## src/rtl/fixedpoint_div_scheduler.sv

```systemverilog
// Issues one Q9.7 divide at a time to an external divider and returns the result with its tag.
// Optional macro DIV_SATURATE_EN clamps the quotient to full scale when the divider reports overflow.
module fixedpoint_div_scheduler #(
  parameter int unsigned TIMEOUT_CYCLES = 32
) (
  input  logic        clk,
  input  logic        rst_n,
  input  logic        in_valid,
  output logic        in_ready,
  input  logic [15:0] in_dividend,
  input  logic [15:0] in_divisor,
  input  logic [3:0]  in_tag,
  output logic [15:0] div_dividend,
  output logic [15:0] div_divisor,
  output logic        div_enable,
  input  logic [15:0] div_quotient,
  input  logic        div_overflow,
  input  logic        div_divbyzero,
  input  logic        div_error,
  input  logic        div_finished,
  output logic        out_valid,
  input  logic        out_ready,
  output logic [15:0] out_quotient,
  output logic [3:0]  out_tag,
  output logic [3:0]  out_status,
  output logic [7:0]  err_count,
  output logic        busy
);

  localparam int unsigned CW = $clog2(TIMEOUT_CYCLES + 1);

  typedef enum logic [1:0] {S_IDLE, S_ISSUE, S_WAIT, S_HOLD} state_t;

  state_t        r_state;
  state_t        w_next;
  logic [CW-1:0] r_wait_cnt;
  logic          r_fin_d;
  logic [15:0]   r_dividend;
  logic [15:0]   r_divisor;
  logic [15:0]   r_quot;
  logic [3:0]    r_tag;
  logic [3:0]    r_status;
  logic [7:0]    r_err_cnt;
  logic          w_fin_edge;
  logic          w_timeout;
  logic          w_accept;
  logic          w_transfer;
  logic [15:0]   w_res_quot;

  assign w_fin_edge = div_finished & ~r_fin_d;
  assign w_timeout  = (r_wait_cnt == CW'(TIMEOUT_CYCLES - 1));
  assign w_accept   = (r_state == S_IDLE) & in_valid;
  assign w_transfer = (r_state == S_HOLD) & out_ready;

`ifdef DIV_SATURATE_EN
  // Clamp direction follows the sign of the true quotient, taken from the captured operands.
  always_comb begin
    w_res_quot = div_quotient;
    if (div_overflow)
      w_res_quot = (r_dividend[15] == r_divisor[15]) ? 16'h7FFF : 16'h8000;
  end
`else
  assign w_res_quot = div_quotient;
`endif

  always_comb begin
    w_next = r_state;
    case (r_state)
      S_IDLE:  if (in_valid) w_next = (in_divisor == '0) ? S_HOLD : S_ISSUE;
      S_ISSUE: w_next = S_WAIT;
      S_WAIT:  if (w_fin_edge || w_timeout) w_next = S_HOLD;
      S_HOLD:  if (out_ready) w_next = S_IDLE;
      default: w_next = S_IDLE;
    endcase
  end

  always_ff @(posedge clk) begin
    if (!rst_n) begin
      r_state <= S_IDLE;
    end else begin
      r_state <= w_next;
    end
  end

  always_ff @(posedge clk) begin
    if (!rst_n) begin
      r_wait_cnt <= '0;
      r_fin_d    <= 1'b0;
      r_dividend <= '0;
      r_divisor  <= '0;
      r_quot     <= '0;
      r_tag      <= '0;
      r_status   <= '0;
      r_err_cnt  <= '0;
    end else begin
      r_fin_d    <= div_finished;
      r_wait_cnt <= (r_state == S_WAIT && w_next == S_WAIT) ? r_wait_cnt + 1'b1 : '0;
      if (w_accept) begin
        r_dividend <= in_dividend;
        r_divisor  <= in_divisor;
        r_tag      <= in_tag;
        if (in_divisor == '0) begin
          r_quot   <= '0;
          r_status <= 4'b0110;
        end
      end
      // A completion edge wins over a timeout landing on the same cycle.
      if (r_state == S_WAIT) begin
        if (w_fin_edge) begin
          r_quot   <= w_res_quot;
          r_status <= {1'b0, div_error | div_overflow | div_divbyzero, div_divbyzero, div_overflow};
        end else if (w_timeout) begin
          r_quot   <= '0;
          r_status <= 4'b1100;
        end
      end
      if (w_transfer && r_status[2] && r_err_cnt != 8'hFF)
        r_err_cnt <= r_err_cnt + 8'd1;
    end
  end

  assign in_ready     = (r_state == S_IDLE);
  assign div_enable   = (r_state == S_ISSUE);
  assign out_valid    = (r_state == S_HOLD);
  assign busy         = (r_state != S_IDLE);
  assign div_dividend = r_dividend;
  assign div_divisor  = r_divisor;
  assign out_quotient = r_quot;
  assign out_tag      = r_tag;
  assign out_status   = r_status;
  assign err_count    = r_err_cnt;

endmodule

```

## config.mk

```make
export PLATFORM = sky130hd
export DESIGN_NAME = fixedpoint_div_scheduler
export DESIGN_NICKNAME = d
export VERILOG_FILES = /design/src/rtl/fixedpoint_div_scheduler.sv
export SDC_FILE = /design/constraint.sdc
export NUM_CORES = 1
export LEC_CHECK = 0
export BUFFER_PORTS_ARGS = -buffer_cell sky130_fd_sc_hd__buf_2
export CORE_UTILIZATION = 46
export DETAILED_ROUTE_END_ITERATION = 8
export GPL_TIMING_DRIVEN = 0
export PLACE_DENSITY_LB_ADDON = 0.25
export SYNTH_ARGS = -nofsm -noshare
export SYNTH_HDL_FRONTEND = slang
export SYNTH_SLANG_ARGS = --single-unit
```

## constraint.sdc

```tcl
create_clock -name clk -period 2.3 [get_ports clk]
set_input_delay 0.345 -clock clk [delete_from_list [all_inputs] [get_ports clk]]
set_output_delay 0.345 -clock clk [all_outputs]
set_load 0.02 [all_outputs]
```

# == After elaboration in Yosys (flattened, before gate mapping) ==
# Cells that the tools add are included.
# word_totals
regBits,73
in_bits,60
output_inout_bits,68
wordCells,46
# classes
add_sub_neg,2
n_eq_ne,6
muxes,15
n_bitwise,6
reduce_logical,8
# ops
op,count
2-to-1 mux 16 bit,5
2-to-1 mux 4 bit,5
zero test 16 bit,1
adder 8 x 1 -> 8 bit (second input constant),1
2-to-1 mux 2 bit,4
!= test 8 bit (second input constant),1
case mux 2 bit (4 select lines),1
adder 6 x 1 -> 6 bit (second input constant),1
equality test 2 bit (second input constant),3
equality test 6 x 5 -> 1 bit (second input constant),1
AND 1 bit,3
logical AND 1 bit,3
equality test 2 x 1 -> 1 bit (second input constant),1
zero test 2 bit,1
bitwise OR 1 bit,2
AND reduction 2 bit,1
nonzero test 2 bit,1
logical OR 1 bit,1
NOT 1 bit,1

# == Logic depth before layout (Yosys ltp) ==
# logic_depth
depth_word,8
mapped_depth,7
depth_no_buf,5

# == Least setup slack after synthesis ==
# OpenSTA, ideal clock, no wires.
# synth_timing
kind,register -> register
start,register r_state[1]
end,"register r_quot[0], in the netlist out_quotient[0]"
setup_time_ps,117
arrival_ps,1610
slack_ps,573
path_stages_with_launch,7
path_buffers,2
cell_sequence,dfxtp_1 -> nor2_1 -> nand2_1 -> o211a_1 -> buf_6 -> buf_6 -> a22o_1
# synth_via
elab_chain_cells,6
elab_cells_between_ends,7
# synth_lines
item,line_no,source
"start, declared",34,state_t r_state;
"start signal, assigned",81,r_state <= w_next;
zero test 2 bit (*),--,
named net in_ready,9,"output logic in_ready,"
AND 1 bit (*),52,assign w_accept = (r_state == S_IDLE) & in_valid;
2-to-1 mux 16 bit (*),98,if (w_accept) begin
2-to-1 mux 16 bit,112,end else if (w_timeout) begin
2-to-1 mux 16 bit,109,if (w_fin_edge) begin
2-to-1 mux 16 bit (*),108,if (r_state == S_WAIT) begin
"end signal, assigned",110,r_quot <= w_res_quot;
"end, declared",40,logic [15:0] r_quot;
# The timed path passes the listed nets; every way through them passes the cells marked *.
# A chain may end at the register's enable or synchronous reset.

# == Worst setup path in the final report ==
# layout_timing
start,register r_state[1]
end,"register r_divisor[8], in the netlist div_divisor[8]"
# layout_via
elab_chain_cells,2
# layout_lines
item,line_no,source
zero test 2 bit,52,
AND 1 bit,52,
"end signal, assigned",100,r_divisor <= in_divisor;
"end, declared",39,logic [15:0] r_divisor;
# No other way between the ends.

==> results by group <==
CTS
  – Hold_buf cts: 0
  – Setup Fix Bufs, Post-CTS: 0
  – CTS clk-pin slew, worst paths: about 0.080 ns
  – Clk_lat worst skew: ~0.34 ns
  – Max Buffers Root-to-Sink: 2
  – Clock Sinks: 73
  – CTS resizes: 0
  – TritonCTS clock tree: yes
  – Clock root buffer: clkbuf_8
  – Total CTS buffers: 9
  – Htree depth: 3

Final layout
  – Layout cells sized above 1: roughly a third
  – # fillers: approximately 540
  – Synthesis-to-finish area growth: 32.69%
  – N_diodes: 0
  – Finished Core Util: 63.16%
  – Sequential cell area: around 1500 um^2
  – Nets: slightly above 500
  – Area of the multi-input gates: 1237 um^2
  – Final std cells w/o fill: ~520

Synthesis
  – Post-synth top area cell: dfxtp_1
  – Register bit total from synthesis: 73
  – Unique masters post-synth: 37
  – Synth area leaders: dfxtp_1, nand2_1, a21boi_0, a22o_1, clkbuf_1
  – Most frequent cells after synthesis: nand2_1, dfxtp_1, a21boi_0
  – EDFF count, synth: 0
  – Gate Count Post-Synth: 305
  – Mean Syn Cell Area: 9.185 um^2
  – Main synth FF type: dfxtp_1
  – Post-synth ARST share: 0%
  – Yosys top cell area share: approximately 52%
  – Seq/Total Area, Yosys: 52.17%
  – Count leader, synth: nand2_1
  – Yosys warns: 0
  – Post-Syn Area: ~2800 um^2
  – Syn nets: between 300 and 400

Critical path
  – WP data required: between 2 and 3 ns
  – Worst EP arrival: approximately 2.0 ns
  – Crit end category: flip-flop
  – Buffers & Inverters on Critical Path: 1
  – Critical path type: reg -> reg
  – Reg2reg start: r_state[1]
  – Crit path max-delay family: simple AND/OR/NAND/NOR gates
  – R2R cell count: 4
  – Critical path's slowest cell: nor3_2
  – Worst path max stage delay: slightly below 0.6 ns
  – Worst R2R Setup Slack: approximately 0.52 ns
  – CP Launch Type: flip-flop
  – Crit-path cells: nor3_2 > clkbuf_1 > nand2_1 > a21boi_0
  – Worst r2r dst: div_divisor[8]
  – CP max FO: 10

Worst hold path
  – Hold-critical path depth: 2
  – Hold Path Origin: div_quotient[10]
  – Min-Delay Path Class: in -> reg
  – End of the worst hold path: out_quotient[10]

Route
  – Via count: 2,611
  – Met3 wire length: between 300 and 400 um
  – Vias/cell: 5.002
  – Detailed router's first-iteration violation count: between 100 and 150
  – Routed wl met2: about 3100 um
  – DR WL/cell: roughly 12 um
  – DRC Markers: 0
  – Metal-1 WL: between 2000 and 3000 um
  – DR top layer: met4
  – DRT Pass-1 Iters: 4
  – Antenna viol nets, final: 0
  – Wirelength, routed: roughly 6500 um

Flow run
  – Maxcap violations: 0

GRT
  – Largest net degree at the start of global routing: 13
  – Number of global-route vias before repair: approximately 2.3k
  – Antenna violations before repair: 0
  – Grt total ovfl: 0
  – Total track usage: between 20% and 30%
  – First-pass GRT wire length: a little over 10,000 um

Placed design
  – Worst slack at placement: between 0.2 and 0.3 ns
  – Post-DP HPWL: just under 5000 um
  – Placed cell count: 506
  – Routability cong.: a little under 0.8
  – I/O Buffers: around 130

Power
  – Overall power: between 0.002 and 0.003 W
  – P_leak: 1.761 nW
  – Pwr dens: between 700 and 800 nW/um^2
  – Max VDD drop: between 0.4 and 0.5 mV

Floorplan
  – Std-Cell Core Area: just under 6000 um^2
  – Initial Util: 47.60%
  – IO Count: between 100 and 150
  – Die Ht: 80.04 um
  – Rows: 28
  – Die Footprint: about 6400 um^2
  – Die W: approximately 80 um

STA
  – Fin crit period: about 1.8 ns
  – RSZ-0062 raised after global routing: no
  – Fmax: 0.5609 GHz
  – Worst Tran Pin Value: ~0.65 ns
  – Hold Vio Cnt, Final: 0
  – Final worst slack: 0.5171 ns
  – Slew Viols, Final: 0
  – Final Cycle Share: 77.52%
  – Max_slew headroom: between 50% and 60%
  – Final setup fails: 0
  – TNS Setup: 0 ns
  – Fin Clk Skew: approximately 0.0069 ns

Status
  – Outcome: finished clean
-- power by group --
group          switching, W  internal [W]
Clock              0.000466      0.000478
Combinational      0.000229      0.000143
Sequential        0.0000333       0.00132
-- registers in the layout, indices dropped and copies added, names as in the netlist --
| register | cells |
|---|---|
| div_dividend | 16 |
| r_wait_cnt | 6 |
| err_count | 8 |
| out_tag | 4 |
| out_status | 4 |
| div_divisor | 16 |
| r_state | 2 |
| r_fin_d | 1 |
| out_quotient | 16 |
-- metal layers --
metal  up-vias  track usage, %
li1       1321               -
met1      1212           25.07
met2        68           34.44
met3        10           5.143
met4         0           10.18
met5         -               0
-- logic make-up (layout without fill, tap and decap cells) --
| group | count (synthesis) | count (layout) | synth area share, % |
|---|---|---|---|
| AOI/OAI and AO/OA | 70 | 70 | 19.21 |
| and+or+nand+nor | 129 | 129 | 21.17 |
| adders and majority gates | 2 | 2 | 0.8931 |
| xor gates and xnor gates | 7 | 7 | 2.189 |
| DFF | 73 | 73 | 52.17 |
| muxes | 2 | 2 | 0.7146 |
| buffers and inverters | 22 | 164 | 3.662 |
-- how the worst max path moves through the flow --
stage                        from                to  cells after the start
floorplan              r_state[1]   out_quotient[0]                      6
global placement    in_divisor[3]  out_quotient[14]                      7
detailed placement  in_divisor[3]   out_quotient[2]                      7
CTS                    r_state[1]    div_divisor[8]                      4
global route           r_state[1]   div_divisor[12]                      4
finish                 r_state[1]    div_divisor[8]                      4
-- area by class of cell --
| type | instances | share of cell area [%] |
|---|---|---|
| flip-flops and latches | 73 | 39.31 |
| plain buffers | 18 | 2.356 |
| inverters | 4 | 0.4039 |
| multi-input cells | 210 | 33.29 |
| clock buffers | 12 | 4.443 |
| repair buffers | 126 | 16.96 |
| clock inverters | 4 | 0.7068 |
| well taps | 75 | 2.524 |
-- placed cells by master, fill, tap and decap left out, types with 4 or more instances in the layout --
cell / count
buf_2: 130
clkbuf_8: 12
clkbuf_1: 12
inv_1: 4
nand2_1: 81
and2_1: 6
xor2_1: 4
o21ai_0: 4
nand3_1: 5
nor2_1: 10
dfxtp_1: 73
nor4_1: 6
a21boi_0: 37
a22o_1: 17
-- worst register-to-register path: cells and delay by family (launching register included) --
kind                   cells  cell delay, ns
AOI/OAI and AO/OA          1            0.19
buffers and inverters      1            0.42
DFF                        1            0.39
and+or+nand+nor            2            0.70
-- per-stage QoR --
stage          instance area (um^2)  hold slack, ns
2_1_floorplan                  2801          0.4175
3_3_place_gp                   3526          0.4331
3_5_place_dp                   3526          0.4391
4_1_cts                        3717          0.1979
5_1_grt                        3717          0.1995
6_report                       3717          0.2102
No activity file was read; power rests on OpenSTA's default activity.
